`src/rtl/mem_arbiter.sv`:
```
// mem_arbiter: two-port round-robin arbiter onto a single memory port, with
// registered outputs and a timeout on reads the memory never acknowledges.
module mem_arbiter #(
    parameter int TIMEOUT = 255
) (
    input  logic        clk,
    input  logic        rst,
    input  logic        p0_read,
    input  logic [11:0] p0_read_addr,
    output logic [7:0]  p0_read_data,
    output logic        p0_read_ack,
    input  logic        p0_write,
    input  logic [11:0] p0_write_addr,
    input  logic [7:0]  p0_write_data,
    output logic        p0_write_ack,
    input  logic        p1_read,
    input  logic [11:0] p1_read_addr,
    output logic [7:0]  p1_read_data,
    output logic        p1_read_ack,
    input  logic        p1_write,
    input  logic [11:0] p1_write_addr,
    input  logic [7:0]  p1_write_data,
    output logic        p1_write_ack,
    output logic        mem_read,
    output logic [11:0] mem_read_addr,
    input  logic [7:0]  mem_read_data,
    input  logic        mem_read_ack,
    output logic        mem_write,
    output logic [11:0] mem_write_addr,
    output logic [7:0]  mem_write_data,
    output logic [1:0]  grant,
    output logic        timeout
);
    typedef enum logic [1:0] {IDLE, RD, WR, DONE} state_t;

    state_t      state_q, state_d;
    logic [7:0]  cnt_q, cnt_d;
    logic        last_q, last_d;
    logic [1:0]  grant_q, grant_d;
    logic        mem_read_q, mem_read_d, mem_write_q, mem_write_d;
    logic [11:0] mem_read_addr_q, mem_read_addr_d, mem_write_addr_q, mem_write_addr_d;
    logic [7:0]  mem_write_data_q, mem_write_data_d;
    logic [7:0]  p0_read_data_q, p0_read_data_d, p1_read_data_q, p1_read_data_d;
    logic        p0_read_ack_q, p0_read_ack_d, p1_read_ack_q, p1_read_ack_d;
    logic        p0_write_ack_q, p0_write_ack_d, p1_write_ack_q, p1_write_ack_d;
    logic        timeout_q, timeout_d;
    logic        req0, req1, sel, sel_wr, expired;
    logic [7:0]  rdata;

    always_comb begin
        req0             = p0_read | p0_write;
        req1             = p1_read | p1_write;
        sel              = (req0 && req1) ? ~last_q : req1;
        sel_wr           = sel ? p1_write : p0_write;
        expired          = (cnt_q + 8'd1) == 8'(TIMEOUT);
        rdata            = mem_read_ack ? mem_read_data : 8'hFF;
        state_d          = state_q;
        cnt_d            = cnt_q;
        last_d           = last_q;
        grant_d          = grant_q;
        mem_read_d       = 1'b0;
        mem_read_addr_d  = '0;
        mem_write_d      = 1'b0;
        mem_write_addr_d = '0;
        mem_write_data_d = '0;
        p0_read_data_d   = '0;
        p1_read_data_d   = '0;
        p0_read_ack_d    = 1'b0;
        p1_read_ack_d    = 1'b0;
        p0_write_ack_d   = 1'b0;
        p1_write_ack_d   = 1'b0;
        timeout_d        = 1'b0;
        case (state_q)
            IDLE: if (req0 || req1) begin
                state_d          = sel_wr ? WR : RD;
                grant_d          = sel ? 2'b10 : 2'b01;
                last_d           = sel;
                cnt_d            = '0;
                mem_read_d       = !sel_wr;
                mem_read_addr_d  = sel_wr ? 12'h000 : (sel ? p1_read_addr : p0_read_addr);
                mem_write_d      = sel_wr;
                mem_write_addr_d = sel_wr ? (sel ? p1_write_addr : p0_write_addr) : 12'h000;
                mem_write_data_d = sel_wr ? (sel ? p1_write_data : p0_write_data) : 8'h00;
            end
            RD: if (mem_read_ack || expired) begin
                // an ack in the expiring cycle still returns real data
                state_d        = DONE;
                p0_read_ack_d  = grant_q[0];
                p1_read_ack_d  = grant_q[1];
                p0_read_data_d = grant_q[0] ? rdata : 8'h00;
                p1_read_data_d = grant_q[1] ? rdata : 8'h00;
                timeout_d      = !mem_read_ack;
            end else begin
                cnt_d           = cnt_q + 8'd1;
                mem_read_d      = 1'b1;
                mem_read_addr_d = mem_read_addr_q;
            end
            WR: begin
                state_d        = DONE;
                p0_write_ack_d = grant_q[0];
                p1_write_ack_d = grant_q[1];
            end
            DONE: begin
                state_d = IDLE;
                grant_d = 2'b00;
            end
        endcase
    end

    always_ff @(posedge clk or posedge rst) begin
        if (rst) begin
            state_q          <= IDLE;
            cnt_q            <= '0;
            last_q           <= 1'b1;
            grant_q          <= '0;
            mem_read_q       <= 1'b0;
            mem_read_addr_q  <= '0;
            mem_write_q      <= 1'b0;
            mem_write_addr_q <= '0;
            mem_write_data_q <= '0;
            p0_read_data_q   <= '0;
            p1_read_data_q   <= '0;
            p0_read_ack_q    <= 1'b0;
            p1_read_ack_q    <= 1'b0;
            p0_write_ack_q   <= 1'b0;
            p1_write_ack_q   <= 1'b0;
            timeout_q        <= 1'b0;
        end else begin
            state_q          <= state_d;
            cnt_q            <= cnt_d;
            last_q           <= last_d;
            grant_q          <= grant_d;
            mem_read_q       <= mem_read_d;
            mem_read_addr_q  <= mem_read_addr_d;
            mem_write_q      <= mem_write_d;
            mem_write_addr_q <= mem_write_addr_d;
            mem_write_data_q <= mem_write_data_d;
            p0_read_data_q   <= p0_read_data_d;
            p1_read_data_q   <= p1_read_data_d;
            p0_read_ack_q    <= p0_read_ack_d;
            p1_read_ack_q    <= p1_read_ack_d;
            p0_write_ack_q   <= p0_write_ack_d;
            p1_write_ack_q   <= p1_write_ack_d;
            timeout_q        <= timeout_d;
        end
    end

    assign grant          = grant_q;
    assign mem_read       = mem_read_q;
    assign mem_read_addr  = mem_read_addr_q;
    assign mem_write      = mem_write_q;
    assign mem_write_addr = mem_write_addr_q;
    assign mem_write_data = mem_write_data_q;
    assign p0_read_data   = p0_read_data_q;
    assign p1_read_data   = p1_read_data_q;
    assign p0_read_ack    = p0_read_ack_q;
    assign p1_read_ack    = p1_read_ack_q;
    assign p0_write_ack   = p0_write_ack_q;
    assign p1_write_ack   = p1_write_ack_q;
    assign timeout        = timeout_q;
endmodule

```
`config.mk`:
```
export PLATFORM = sky130hd
export DESIGN_NAME = mem_arbiter
export DESIGN_NICKNAME = d
export VERILOG_FILES = /design/src/rtl/mem_arbiter.sv
export SDC_FILE = /design/constraint.sdc
export NUM_CORES = 1
export LEC_CHECK = 0
export CAP_MARGIN = 10
export CORE_UTILIZATION = 45
export CTS_BUF_LIST = sky130_fd_sc_hd__clkbuf_16
export CTS_CLUSTER_DIAMETER = 100
export DETAILED_ROUTE_END_ITERATION = 7
export HOLD_SLACK_MARGIN = 0.08
export PLACE_DENSITY = 0.87
export SYNTH_ARGS = -nofsm -noshare
export SYNTH_HDL_FRONTEND = slang
export SYNTH_SLANG_ARGS = --single-unit
```
`constraint.sdc`:
```
create_clock -name clk -period 3.32 [get_ports clk]
set_input_delay 0.83 -clock clk [delete_from_list [all_inputs] [get_ports clk]]
set_output_delay 0.83 -clock clk [all_outputs]
set_load 0.02 [all_outputs]
```
==> flow_summary.toml, run 1 <==
[sta]
post-route-min-period_ps = 2600
maxSlewHeadroom = 0.479
final.period_utilization = 0.782
worst_slew_pin_slew_ps = 778
maxClockFrequency_mhz = 385
final.setup_skew_ps = 5.59
timing.setup.tns_ps = 0
final_hold_violation_count = 0
maxSlewViolCount = 0
setup_repair_after_global_routing_missed_its_margin = "no"
final.hold.worst_slack_ps = 478
finish_stage_setup_viols = 0

[power_and_ir_drop]
total_switching_power_mw = 1.03
power_frac_clock = 0.323
peakVddDrop_v = 0.000380
cell_internal_pwr_mw = 2.08
combPwrFrac = 0.336
leakage_nw = 2.17
power_density_nw_per_um2 = 646
pwr-share-seq = 0.341
switching_share = 0.332

[yosys]
yosys_synthesis_warning_count = 0
synth_area_per_cell_um2 = 9.84
ys_types = 42
synthesis.nets = 394
postSynthRegisterBits = 68
syn-cell-area_um2 = 3040
synth_seq_area_share = 0.560
synthCells = 309

[setup_path]
cp-end-kind = "register"
worstSetupStartpointType = "register"
crit_type = "register to register"
critical_path.max_fanout = 13
cp_data_arrival_time_ps = 2840
worst-endpoint-required_ps = 3560

[route]
routed_wl_mm = 8.82
route.vias.total = 2840
drt_first_pass_iters = 8
detail_route.drc_violations = 20
initialDrtViolationCount = 141
avgViaCountPerCell = 5.37
drtAntennaViolNets = 0
detail_route.wl_per_cell_um = 16.7

[global_route]
grt_pass1_vias = 2949
grt_pass1_wl_mm = 14.5
largest_net_degree_at_the_start_of_global_routing = 42
globalRoute.busiestLayer = "met2"
grt.overflow.total = 0
groute.usage.overall = 0.265
groute.layer.met1.usage = 0.320
grt_met2_use = 0.478
grt.met3_usage = 0.0442
antenna_violations_before_repair = 0

[placed_design]
place_congestion = 0.882
hpwlAfterDp_mm = 6.16
buffer_ports.inserted = 135

[floorplanning]
die_height_um = 84.2
initial_core_util = 0.474
die_width_um = 84.2
die-area_um2 = 7090
top_level_ports = 136
rows = 29
placeable_area_um2 = 6420

[cells_and_area]
synthToLayoutAreaGrowth_pct = 58.4
post_route_cells_drive_above_1_share = 0.0664
layout.nets = 532
antenna_cells_inserted = 0

[clock_network]
skew_pair_late_insertion_delay_ps = 330
cts.root.buffer_cell = "clkbuf_16"
path_clk_slew_ps = 50
cts.repair.resized = 0
cts.path.max_buffers = 2
cts_buffers = 9
cts.hold.buffers_added = 0
tritoncts = "done"
h-tree-depth = 3
cts.sinks = 68
postCtsSetupRepairBufs = 0

[run_status]
outcome = "finished with violations"
failed_checks = "DRC"

[run]
maxCapViolations = 0

[worst_hold_path]
hold_path.class = "register to register"
cell families after synthesis:
| family | count (synthesis) | synth area share |
|---|---|---|
| simple gates | 120 | 0.174 |
| compound gates | 70 | 0.148 |
| flops | 68 | 0.560 |
| xor+xnor | 3 | 0.00864 |
| fa+ha+maj | 6 | 0.0247 |
| buf+inv | 28 | 0.0383 |
| mux | 14 | 0.0465 |
final cells by class:
class / count / area, µm²
well taps: 77 / 96.3
multi-input cells: 213 / 1230
repair buffers: 143 / 1420
fillers: 427 / 1610
flip-flops and latches: 68 / 1700
clock inverters: 7 / 90.1
inverters: 12 / 45.0
clock buffers: 9 / 225
cells in the final DEF, fill, tap and decap left out, drive strengths merged, types with 2 or more instances in the layout:
| master | count |
|---|---|
| nand2b | 2 |
| inv | 13 |
| clkdlybuf4s50 | 135 |
| a211o | 4 |
| nor2b | 9 |
| nor2 | 22 |
| mux2i | 13 |
| clkinv | 3 |
| o31ai | 13 |
| dfrtp | 67 |
| o21a | 2 |
| nor4 | 3 |
| clkbuf | 9 |
| buf | 8 |
| bufinv | 2 |
| o21ai | 11 |
| nand3 | 6 |
| o22ai | 2 |
| nand2 | 69 |
| nor3 | 2 |
| and2 | 3 |
| a2bb2oi | 3 |
| xnor2 | 2 |
| o211ai | 5 |
| ha | 6 |
| a21oi | 24 |
power by group through the flow:
stage	Sequential [mW]	Combinational, mW	Clock [mW]
floorplan	1.17	0.484	0
global placement	1.06	0.998	0
detailed placement	1.07	1.03	0
CTS	1.06	1.04	1.01
global route	1.07	1.13	1.05
finish	1.06	1.05	1.00
critical path, cell delays in order, from the launching register on:
cell and delay [ps]:
dfrtp_1 440, ha_1 310, nand3_2 130, or3_1 340, a211o_1 370, o21ai_2 470
a21oi_1 240, o211ai_1 220
synth_stat cells (all sizes together):
cell type  number  area [µm²]
a211o           4        35.0
a21boi          1        7.51
a21o            1        7.51
a21oi          24         120
a22o            1        8.76
a2bb2oi         3        26.3
a31oi           1        6.26
and2            3        18.8
buf             5        30.0
clkbuf         11        41.3
dfrtp          67        1680
dfstp           1        26.3
ha              6        75.1
inv            12        45.0
mux2            1        11.3
mux2i          13         130
nand2          69         259
nand2b          2        12.5
nand3           6        40.0
nand4           1        6.26
nor2           22        85.1
nor2b           9        56.3
nor3            2        10.0
nor4            3        18.8
nor4b           1        8.76
o211ai          5        37.5
o21a            2        15.0
o21ai          11        58.8
o22ai           2        12.5
o311ai          1        8.76
o31a            1        8.76
o31ai          13        97.6
or3             1        6.26
or4             1        7.51
xnor2           2        17.5
xor2            1        8.76
metrics by stage:
stage                     power [mW]  setup slack, ps  area [µm²]   util  instances
after floorplan                 1.66              780        3040      -        309
after global placement          2.06              621        4500  0.701        513
after detailed placement        2.10              537        4500  0.701        513
after CTS                       3.11              735        4820  0.750        529
after global routing            3.26              474        4820  0.750        529
final                           3.11              722        4820  0.750        529
state kept, by name, indices dropped and copies added, names as in the netlist:
| name | flops |
|---|---|
| p0_read_ack | 1 |
| grant | 2 |
| p1_read_ack | 1 |
| p0_read_data | 8 |
| p1_write_ack | 1 |
| last_q | 1 |
| mem_write_addr | 12 |
| timeout | 1 |
| p1_read_data | 8 |
| mem_read_addr | 12 |
| mem_read | 1 |
| state_q | 2 |
| mem_write | 1 |
| p0_write_ack | 1 |
| mem_write_data | 8 |
| cnt_q | 8 |
layer usage:
layer | wire length [µm] | vias up
met3 | 523 | 15
met4 | 129 | 0
li1 | - | 1327
met5 | 0 | -
met2 | 4650 | 121
met1 | 3520 | 1377
worst paths after layout:
kind,startpoint,endpoint,slack (ps),cells past startpoint
worst min register to register,mem_read_addr[8]$_DFFE_PP0P_,mem_read_addr[8]$_DFFE_PP0P_,480,2
worst max-delay path,cnt_q[1]$_DFFE_PP0P_,cnt_q[3]$_DFFE_PP0P_,720,7
worst max register to register,cnt_q[1]$_DFFE_PP0P_,cnt_q[3]$_DFFE_PP0P_,720,7
min in group asynchronous,rst,mem_write_data[4]$_DFF_PP0_,910,2
max in group asynchronous,rst,timeout$_DFF_PP0_,1790,3
worst min-delay path,mem_read_addr[8]$_DFFE_PP0P_,mem_read_addr[8]$_DFFE_PP0P_,480,2
Note: power is estimated with default switching activity, not from simulation.
==> inputs of run 2 (changes only) <==
--- a/config.mk
+++ b/config.mk
@@ -6,12 +6,12 @@
 export NUM_CORES = 1
 export LEC_CHECK = 0
 export CAP_MARGIN = 10
-export CORE_UTILIZATION = 45
+export CORE_UTILIZATION = 38
 export CTS_BUF_LIST = sky130_fd_sc_hd__clkbuf_16
 export CTS_CLUSTER_DIAMETER = 100
 export DETAILED_ROUTE_END_ITERATION = 7
 export HOLD_SLACK_MARGIN = 0.08
-export PLACE_DENSITY = 0.87
+export PLACE_DENSITY = 0.79
 export SYNTH_ARGS = -nofsm -noshare
 export SYNTH_HDL_FRONTEND = slang
 export SYNTH_SLANG_ARGS = --single-unit
==> constraint.sdc (replaced) <==
create_clock -name clk -period 2.15 [get_ports clk]
set_input_delay 0.5375 -clock clk [delete_from_list [all_inputs] [get_ports clk]]
set_output_delay 0.5375 -clock clk [all_outputs]
set_load 0.02 [all_outputs]
==> flow_summary.toml, run 2 (synthesized netlist as in run 1, its figures left out) <==
[route]
avgViaCountPerCell = 5.00
drtAntennaViolNets = 0
detail_route.drc_violations = 0
drt_first_pass_iters = 5
detail_route.wl_per_cell_um = 14.9
routed_wl_mm = 8.59
initialDrtViolationCount = 129
route.vias.total = 2886

[cells_and_area]
mostFrequentLayoutCell = "clkdlybuf4s50_1"
multi_input_comb_area_um2 = 1370
post_route_cells_drive_above_1_share = 0.152
antenna_cells_inserted = 0
synthToLayoutAreaGrowth_pct = 69.9
layout.nets = 555
final-instance-count-excl-fill = 577
final_util = 0.669
num-fill-cells = 608
ff_latch_area_um2 = 1700
layout.cells.most_common_list = "clkdlybuf4s50_1, nand2_1, dfrtp_1, buf_4, a21oi_1"

[setup_path]
reg2reg_setup_slack_ps = -50
worstSetupStartpointType = "register"
slowest_stage = "dfrtp_1"
worst-endpoint-required_ps = 2360
critPathMaxStageDelay_ps = 390
critical_path.reg2reg.startpoint = "cnt_q[1]$_DFFE_PP0P_"
critical_path.max_fanout = 4
reg2reg_depth = 7
crit_chain = "ha_4 > nand3_2 > or3_4 > a211o_4 > o21a_4 > mux2_4 > a22o_1"
worst_reg2reg_endpoint = "cnt_q[1]$_DFFE_PP0P_"
cp_data_arrival_time_ps = 2410
crit_type = "register to register"
cp-end-kind = "register"

[sta]
finish_stage_setup_viols = 2
maxSlewViolCount = 0
final.period_utilization = 1.02
finalWorstSetupSlack_ps = -51.5
final_hold_violation_count = 0
maxSlewHeadroom = 0.758
maxClockFrequency_mhz = 454
post-route-min-period_ps = 2200
setup_repair_after_global_routing_missed_its_margin = "yes"
worst_slew_pin_slew_ps = 358
final.setup_skew_ps = 4.36

[worst_hold_path]
hp-start = "mem_read_addr[5]$_DFFE_PP0P_"
hold_end = "mem_read_addr[5]$_DFFE_PP0P_"
min_path_cells = 2
hold_path.class = "register to register"

[floorplanning]
placeable_area_um2 = 7730
die_width_um = 91.5
die-area_um2 = 8370
rows = 32
die_height_um = 91.5
initial_core_util = 0.394
top_level_ports = 136

[placed_design]
hpwlAfterDp_mm = 6.17
place_inst = 556
place_congestion = 0.858
buffer_ports.inserted = 135

[clock_network]
tritoncts = "done"
h-tree-depth = 3
path_clk_slew_ps = 50
cts.sinks = 68
skew_pair_late_insertion_delay_ps = 320
cts.path.max_buffers = 2
cts.root.buffer_cell = "clkbuf_16"
cts_buffers = 9
cts.hold.buffers_added = 0

[global_route]
groute.usage.overall = 0.212
antenna_violations_before_repair = 0
largest_net_degree_at_the_start_of_global_routing = 69
globalRoute.busiestLayer = "met2"
grt_pass1_wl_mm = 13.8
grt.overflow.total = 0
grt_pass1_vias = 2894
groute.layer.met1.usage = 0.253
grt.met3_usage = 0.0570
grt_met2_use = 0.365

[power_and_ir_drop]
power_mw = 4.87
leakage_nw = 2.33
power_density_nw_per_um2 = 943
peakVddDrop_v = 0.000534

[run]
maxCapViolations = 0

[run_status]
failed_checks = "setup timing"
outcome = "finished with violations"
==> run 2: how the worst max path moves through the flow <==
stage,cells after the start,endpoint,from,slack (ps)
CTS,7,cnt_q[1]$_DFFE_PP0P_,cnt_q[1]$_DFFE_PP0P_,-30
floorplan,7,cnt_q[1]$_DFFE_PP0P_,cnt_q[0]$_DFFE_PP0P_,20
global route,8,cnt_q[0]$_DFFE_PP0P_,cnt_q[1]$_DFFE_PP0P_,-90
global placement,6,cnt_q[1]$_DFFE_PP0P_,p1_read,6
detailed placement,6,p0_read_data[6]$_DFF_PP0_,cnt_q[2]$_DFFE_PP0P_,-160
finish,7,cnt_q[1]$_DFFE_PP0P_,cnt_q[1]$_DFFE_PP0P_,-50
==> run 2: what timing repair did <==
item                                    4_1_cts  5_1_grt
pin swaps                                     4        3
buffers inserted                              4        1
gates resized for setup                      11       17
endpoints found under the setup margin       38       39
==> run 2: power by group <==
| group | internal (mW) | switching [mW] |
|---|---|---|
| logic | 0.863 | 0.981 |
| clock network | 0.881 | 0.518 |
| registers | 1.49 | 0.137 |
==> run 2: metrics by stage <==
stage / hold WS (ps) / setup slack [ps] / area (µm²) / setup TNS, ps
floorplan: 456 / 18.9 / 3050 / 0
global placement: 460 / 6.42 / 4700 / 0
detailed placement: 465 / -161 / 4700 / -2110
CTS: 478 / -33.3 / 5080 / -33.3
global route: 489 / -88.9 / 5170 / -758
finish: 472 / -51.5 / 5170 / -79.1
==> run 2: cell type report <==
type / instances / share of cell area
Multi-Input combinational cell: 213 / 0.265
Clock inverter: 7 / 0.0116
Sequential cell: 68 / 0.330
Tap cell: 102 / 0.0247
Inverter: 12 / 0.00944
Timing Repair Buffer: 166 / 0.316
Clock buffer: 9 / 0.0436
==> run 2: worst max-delay path, delay by kind of cell, from the launching register on <==
kind	cells	cell delay (ps)
multiplexers	1	300
AND/OR/NAND/NOR	2	420
flip-flops	1	390
adder cells (fa/ha/maj)	1	170
AO/OA/AOI/OAI	3	810
==> run 2: layer usage <==
metal | share of wire | vias to the layer above | wire, µm
met3 | 0.072 | 20 | 620
li1 | - | 1366 | -
met2 | 0.50 | 138 | 4310
met1 | 0.40 | 1362 | 3450
met5 | 0 | - | 0
met4 | 0.025 | 0 | 218
